--- src/rtl/fetch_pkg.sv ---
// fetch_pkg: shared types and constants for the instruction-fetch sequencer.
//   fetch_state_t  sequencer state encoding
//   INSTR_BYTES    PC increment per fetched instruction
//   align_pc()     clears the byte-offset bits of a redirect target
package fetch_pkg;

    typedef enum logic [2:0] {
        IDLE,
        REQ,
        WAIT,
        DROP,
        HOLD
    } fetch_state_t;

    localparam int INSTR_BYTES = 4;

    function automatic logic [31:0] align_pc(input logic [31:0] target);
        return {target[31:2], 2'b00};
    endfunction

endpackage

--- src/rtl/fetch_ctrl.sv ---
// fetch_ctrl: instruction-fetch sequencer. Owns the PC, issues one imem
// request at a time, hands the returned instruction to decode over a
// valid/ready handshake and applies execute redirects at any time, dropping
// the response of any fetch made stale by a redirect.
//
// Ports
//   clk, rst              clock; asynchronous active-low reset
//   redirect_i/_pc_i      redirect request and target from execute
//   imem_req_o/addr_o     fetch request and address (address = pc)
//   imem_gnt_i            memory accepted the request
//   imem_rvalid_i/rdata_i memory response
//   instr_valid_o/o/pc_o  instruction to decode and its PC
//   instr_ready_i         decode accepts the instruction
//   misalign_o            one-cycle pulse: redirect target was not word aligned
//
// state | meaning
// IDLE  | one cycle after reset before the first request
// REQ   | request driven at pc, waiting for grant
// WAIT  | granted, waiting for the response
// DROP  | a stale response is still owed by memory; discard it
// HOLD  | instruction presented to decode, waiting for ready
module fetch_ctrl
    import fetch_pkg::*;
#(
    parameter logic [31:0] RESET_PC = 32'h0000_0000
) (
    input  logic        clk,
    input  logic        rst,
    input  logic        redirect_i,
    input  logic [31:0] redirect_pc_i,
    output logic        imem_req_o,
    output logic [31:0] imem_addr_o,
    input  logic        imem_gnt_i,
    input  logic        imem_rvalid_i,
    input  logic [31:0] imem_rdata_i,
    output logic        instr_valid_o,
    output logic [31:0] instr_o,
    output logic [31:0] instr_pc_o,
    input  logic        instr_ready_i,
    output logic        misalign_o
);

    fetch_state_t state, state_nxt;
    logic [31:0]  pc, pc_nxt;
    logic         capture;

    always_ff @(posedge clk or negedge rst) begin
        if (!rst) begin
            state      <= IDLE;
            pc         <= RESET_PC;
            instr_o    <= 32'h0;
            instr_pc_o <= 32'h0;
            misalign_o <= 1'b0;
        end else begin
            state      <= state_nxt;
            pc         <= pc_nxt;
            misalign_o <= redirect_i && (redirect_pc_i[1:0] != 2'b00);
            if (capture) begin
                instr_o    <= imem_rdata_i;
                instr_pc_o <= pc;
            end
        end
    end

    always_comb begin
        state_nxt = state;
        pc_nxt    = pc;
        capture   = 1'b0;

        case (state)
            IDLE: state_nxt = REQ;
            REQ: begin
                if (redirect_i) begin
                    // A grant in the redirect cycle still leaves a response in flight.
                    state_nxt = imem_gnt_i ? DROP : REQ;
                end else if (imem_gnt_i) begin
                    state_nxt = WAIT;
                end
            end
            WAIT: begin
                if (redirect_i) begin
                    state_nxt = imem_rvalid_i ? REQ : DROP;
                end else if (imem_rvalid_i) begin
                    capture   = 1'b1;
                    pc_nxt    = pc + 32'(INSTR_BYTES);
                    state_nxt = HOLD;
                end
            end
            DROP: begin
                if (imem_rvalid_i) begin
                    state_nxt = REQ;
                end
            end
            HOLD: begin
                if (redirect_i || instr_ready_i) begin
                    state_nxt = REQ;
                end
            end
            default: state_nxt = IDLE;
        endcase

        // Redirect always wins the PC mux, whatever the state.
        if (redirect_i) begin
            pc_nxt = align_pc(redirect_pc_i);
        end
    end

    assign imem_req_o    = (state == REQ);
    assign imem_addr_o   = pc;
    assign instr_valid_o = (state == HOLD);

endmodule

--- config.mk ---
export PLATFORM = sky130hd
export DESIGN_NAME = fetch_ctrl
export DESIGN_NICKNAME = d
export VERILOG_FILES = /design/src/rtl/fetch_pkg.sv /design/src/rtl/fetch_ctrl.sv
export SDC_FILE = /design/constraint.sdc
export NUM_CORES = 1
export LEC_CHECK = 0
export BUFFER_PORTS_ARGS = -buffer_cell sky130_fd_sc_hd__buf_2
export CORE_MARGIN = 4
export CORE_UTILIZATION = 35
export CTS_BUF_LIST = sky130_fd_sc_hd__clkbuf_8
export DETAILED_ROUTE_END_ITERATION = 8
export SYNTH_ARGS = -nofsm -noshare
export SYNTH_HDL_FRONTEND = slang
export SYNTH_SLANG_ARGS = --single-unit
--- constraint.sdc ---
create_clock -name clk -period 2.3 [get_ports clk]
set_input_delay 0.115 -clock clk [delete_from_list [all_inputs] [get_ports clk]]
set_output_delay 0.115 -clock clk [all_outputs]
set_load 0.02 [all_outputs]
# [After elaboration in Yosys (flattened, before gate mapping)]
# Cells that the tools add are included.
# W data, S select, Z words.
[word_totals] ff_bits=100 input_bits=70 elab_cells=37
[classes] add_sub_neg=1 n_eq_ne=8 n_mux=15 n_reduce_logical=8
[ops] operator="$mux W32" n=3
[ops] operator="$add A32 B3 Y32 const B" n=1
[ops] operator="$mux W3" n=6
[ops] operator="$pmux W3 S5" n=1
[ops] operator="$eq A3 B2 Y1 const B" n=2
[ops] operator="$reduce_bool A2 Y1" n=3
[ops] operator="$mux W2" n=2
[ops] operator="$reduce_and A4 Y1" n=1
[ops] operator="$eq A3 B1 Y1 const B" n=1
[ops] operator="$eq A3 B3 Y1 const B" n=1
[ops] operator="$logic_not A3 Y1" n=1
[ops] operator="$mux W1" n=3
[ops] operator="$ne A3 B2 Y1 const B" n=1
[ops] operator="$ne A3 B3 Y1 const B" n=1
[ops] operator="$ne A2 B1 Y1 const B" n=1
[ops] operator="$ne A2 B2 Y1 const B" n=1
[ops] operator="$reduce_and A2 Y1" n=1
[ops] operator="$logic_and A1 B1 Y1" n=1
[ops] operator="$logic_or A1 B1 Y1" n=1

# [Longest topological paths before layout]
[depth] word_depth=4 mapped_depth=7 ltp_nobuf=5

# [Least setup slack after synthesis]
# Ideal clock, no wire load.
[synth_timing] path_kind="flip-flop to flip-flop" start="register pc[9], in the netlist imem_addr_o[9]" end="register pc[30], in the netlist imem_addr_o[30]" arrival_ns=2.086 t_required_ns=2.218 path_slack_ns=0.132 stages_incl_launch_ff=7 period_less_slack_ns=2.168 cell_sequence="dfrtp_1 > nand4_2 > or4_1 > buf_2 > buf_6 > or4_1 > a31oi_1"
[synth_via] elab_chain_len=4
[synth_lines] element="start: declaration" line="fetch_ctrl.sv:44" source="logic [31:0] pc, pc_nxt;"
[synth_lines] element="start signal: assignment" line="fetch_ctrl.sv:56" source="pc <= pc_nxt;"
[synth_lines] element="$add A32 B3 Y32" line="fetch_ctrl.sv:85" source="pc_nxt = pc + 32'(INSTR_BYTES);"
[synth_lines] element="$mux W32" line="fetch_ctrl.sv:83" source="end else if (imem_rvalid_i) begin"
[synth_lines] element="$mux W32" line="fetch_ctrl.sv:70" source="case (state)"
[synth_lines] element="$mux W32" line="fetch_ctrl.sv:103" source="if (redirect_i) begin"
# Every way passes these cells. The select of a mux whose other input is x is not followed.
# A chain may end at the register's enable or synchronous reset.

# [Final worst setup path]
[layout_timing] start="register pc[11], in the netlist imem_addr_o[11]" end="register pc[31], in the netlist imem_addr_o[31]"
# The elaborated chain is that of the path after synthesis.

==> key figures <==
Outcome
  • Outcome: complete, no violations

GRT
  • First-pass GRT wire length: 19.6 mm
  • M2 GR Usage: 0.282
  • Total GRT Usage: 0.172
  • Top Usage Layer GRT: met2
  • Via count of the first global-routing pass: 3827
  • M1 GR Usage: 0.221
  • Final global-route overflow total: 0
  • Initial antenna violation count: 0
  • Grt met3 use: 0.0461
  • Maximum number of pins on one net before global-route repair: 48

Cells and area
  • Ant diodes: 0
  • Layout fillers: 1084
  • Layout Nets: 672
  • Most frequent cells in the layout: buf_2 (163), dfrtp_1 (96), dlygate4sd3_1 (64), mux2_2 (63), nor2_1 (25)
  • Area added between synthesis and finish: 44.6%
  • Most common cell after layout, fill and taps aside: buf_2
  • Share of layout cells above drive strength 1: 0.431

Yosys
  • Ys async rst share: 1.00
  • Synth Warn #: 0
  • Cell taking the most area after synthesis: dfrtp_1
  • Cell variety after synth: 38
  • Sequential element share of the synthesized area: 0.555
  • Share of the synthesized area in the top cell type: 0.555
  • Synth Register Bits: 96
  • Number of flops mapped to enable cells by yosys: 0
  • Post-Synthesis Cells: 369
  • Most area-consuming cells after synthesis: dfrtp_1 (56%), mux2_2 (16%), or4_1 (2.8%), a31oi_1 (2.6%), o31ai_1 (2.6%)
  • Ys flop type: dfrtp_1
  • Mean Syn Cell Area: 11.7 µm²
  • Cell area after synthesis: 4330 µm²

Min path
  • Hold Crit Class: primary input to flop

Timing
  • Final hold vios: 0
  • Setup violations, final: 0
  • Final TNS setup: 0 ps
  • Slew headroom: 0.636
  • RSZ-0062 raised after global routing: no
  • Max frequency: 469 MHz
  • Fin. max-slew vios: 0
  • Final min period: 2130 ps
  • Slew @ Worst Pin: 546 ps
  • Worst hold margin: 36.6 ps
  • Clock Skews: 11.0 ps
  • Fin crit share: 0.927

Power
  • Sw Ratio: 0.360
  • Total power divided by cell area: 981 nW/µm²
  • Int Pwr: 3.93 mW
  • Net load switching power: 2.21 mW
  • Sequential power share: 0.421
  • Clock group share of total power: 0.206
  • Comb pwr share: 0.373
  • Design Power: 6.14 mW
  • Worst IR Drop VDD: 0.465 mV
  • Leakage: 2.92 nW

Drt
  • DR WL/cell: 15.5 µm
  • Drc violations: 0
  • Final WL: 12.0 mm
  • Antenna Violating Nets Remaining: 0
  • DR vias: 3733
  • Drt first pass iters: 4
  • Initial DRC Count: 237
  • Via density: 4.82

CTS
  • Clock Latency Late Sink: 370 ps
  • Clock Pin Slew Worst Setup and Hold Paths: 90 ps
  • Sink Count: 96
  • Cts bufs inserted: 9
  • Clk root buf: clkbuf_8
  • Maximum root-to-sink buffer count: 2
  • Depth of the CTS H-tree: 3
  • TritonCTS clock tree: yes

Flow run
  • MaxCap Viol Count: 0

Worst setup path
  • Data arrival time of the worst path: 2420 ps
  • Reg-to-Reg End: imem_addr_o[31]$_DFFE_PN0P_
  • Critical path, cell by cell: nand4_2 > or4_1 > buf_4 > or4_1 > a31oi_1
  • Critical path's slowest cell: or4_1
  • Most frequent CP cell: or4_1
  • Setup crit start: imem_addr_o[11]$_DFFE_PN0P_
  • Worst Setup EP: imem_addr_o[31]$_DFFE_PN0P_
  • RR Startpoint: imem_addr_o[11]$_DFFE_PN0P_
  • CP endpoint kind: flop
  • FF-to-FF path depth: 5
  • Setup crit start kind: flop
  • Max incr delay on CP: 520 ps
  • Worst path required time: 2590 ps
  • Crit Path Max Fanout: 25
  • Crit Path Category: flop to flop
  • Reg-to-reg slack, setup: 170 ps

Floorplan
  • Effective utilization at floorplan: 0.359
  • Core Box Area: 12100 µm²
  • DIE HEIGHT: 119 µm
  • Die ar.: 14200 µm²
  • Row count: 40
  • Die Width: 119 µm
  • I/O pin total: 169

Placement
  • GP Congestion: 0.794
  • DP HPWL: 8.19 mm
  • PortBufs: 164
## sequential cells by signal, indices dropped and copies added (netlist names)
register	count
imem_addr_o	30
state	3
misalign_o	1
instr_o	32
instr_pc_o	30
## worst min-delay path by stage
stage                           start                           to  slack (ps)  cells after the start
CTS                 redirect_pc_i[22]  imem_addr_o[22]$_DFFE_PN0P_          10                      3
floorplan                         rst  imem_addr_o[10]$_DFFE_PN0P_        -180                      0
global placement                  rst   instr_pc_o[28]$_DFFE_PN0P_         120                      1
detailed placement                rst   instr_pc_o[28]$_DFFE_PN0P_         130                      1
global route        redirect_pc_i[22]  imem_addr_o[22]$_DFFE_PN0P_          20                      3
finish              redirect_pc_i[22]  imem_addr_o[22]$_DFFE_PN0P_          40                      3
## Yosys cell counts, types with 2 or more instances
library cell	instances
nand4_1	6
o31ai_1	15
nand3_1	14
xor2_1	4
nor2_1	26
o21ai_0	17
nor2b_1	4
and4_1	4
xnor2_1	7
nor4_1	5
and3_1	2
or2_2	2
mux2_2	63
buf_4	4
nor3_1	4
a31oi_1	18
or4_1	16
and2_1	2
dfrtp_1	96
inv_1	3
clkbuf_1	17
nand2_1	24
## metrics by stage
stage / std cells / setup WS, ps / instance area [µm²] / util
6_report: 774 / 168 / 6260 / 0.519
5_1_grt: 774 / 40.7 / 6260 / 0.519
4_1_cts: 774 / 144 / 6260 / 0.519
3_5_place_dp: 694 / 173 / 5380 / 0.446
3_3_place_gp: 694 / 236 / 5380 / 0.446
2_1_floorplan: 372 / 132 / 4340 / -
## worst max-delay path, delay by kind of cell, from the launching register on
family                 cells  cell delay, ps
AOI/OAI and AO/OA          1             180
buffers and inverters      1             220
DFF                        1             440
and+or+nand+nor            3            1210
## power by group through the flow
stage	combinational, mW	clock (mW)	sequential (mW)
2_1_floorplan	0.656	0	3.30
3_3_place_gp	2.20	0	2.59
3_5_place_dp	2.22	0	2.62
4_1_cts	2.31	1.32	2.58
5_1_grt	2.46	1.38	2.67
6_report	2.29	1.27	2.59
## routing by layer
metal | share of wire | wire (µm) | up-vias
met5 | 0 | 0 | -
met4 | 0.015 | 180 | 0
met3 | 0.065 | 787 | 13
met2 | 0.49 | 5850 | 120
met1 | 0.43 | 5190 | 1794
li1 | - | - | 1806
## layout make-up
| type | instances | area, µm² | area share |
|---|---|---|---|
| Multi-Input combinational cell | 248 | 1810 | 0.290 |
| Clock buffer | 12 | 165 | 0.0264 |
| Sequential cell | 96 | 2400 | 0.384 |
| Inverter | 4 | 15.0 | 0.00240 |
| Timing Repair Buffer | 242 | 1580 | 0.253 |
| Tap cell | 168 | 210 | 0.0336 |
| Clock inverter | 4 | 67.6 | 0.0108 |
## repair_timing
item | 4_1_cts | 5_1_grt
hold buffers | 64 | 0
buffers inserted | 0 | 0
gates resized for setup | 0 | 0
hold endpoints to repair | 103 | 0
## cell families (layout without fill, tap and decap cells)
kind of cell	count (synthesis)	in the layout	synth area share
and+or+nand+nor	116	116	0.148
DFF	96	96	0.555
muxes	64	64	0.166
AOI/OAI and AO/OA	52	52	0.0749
buffers and inverters	28	262	0.0298
xor gates and xnor gates	11	11	0.0223
adders and majority gates	1	1	0.00289
other	1	4	0.000867
Note: power is estimated with default switching activity, not from simulation.
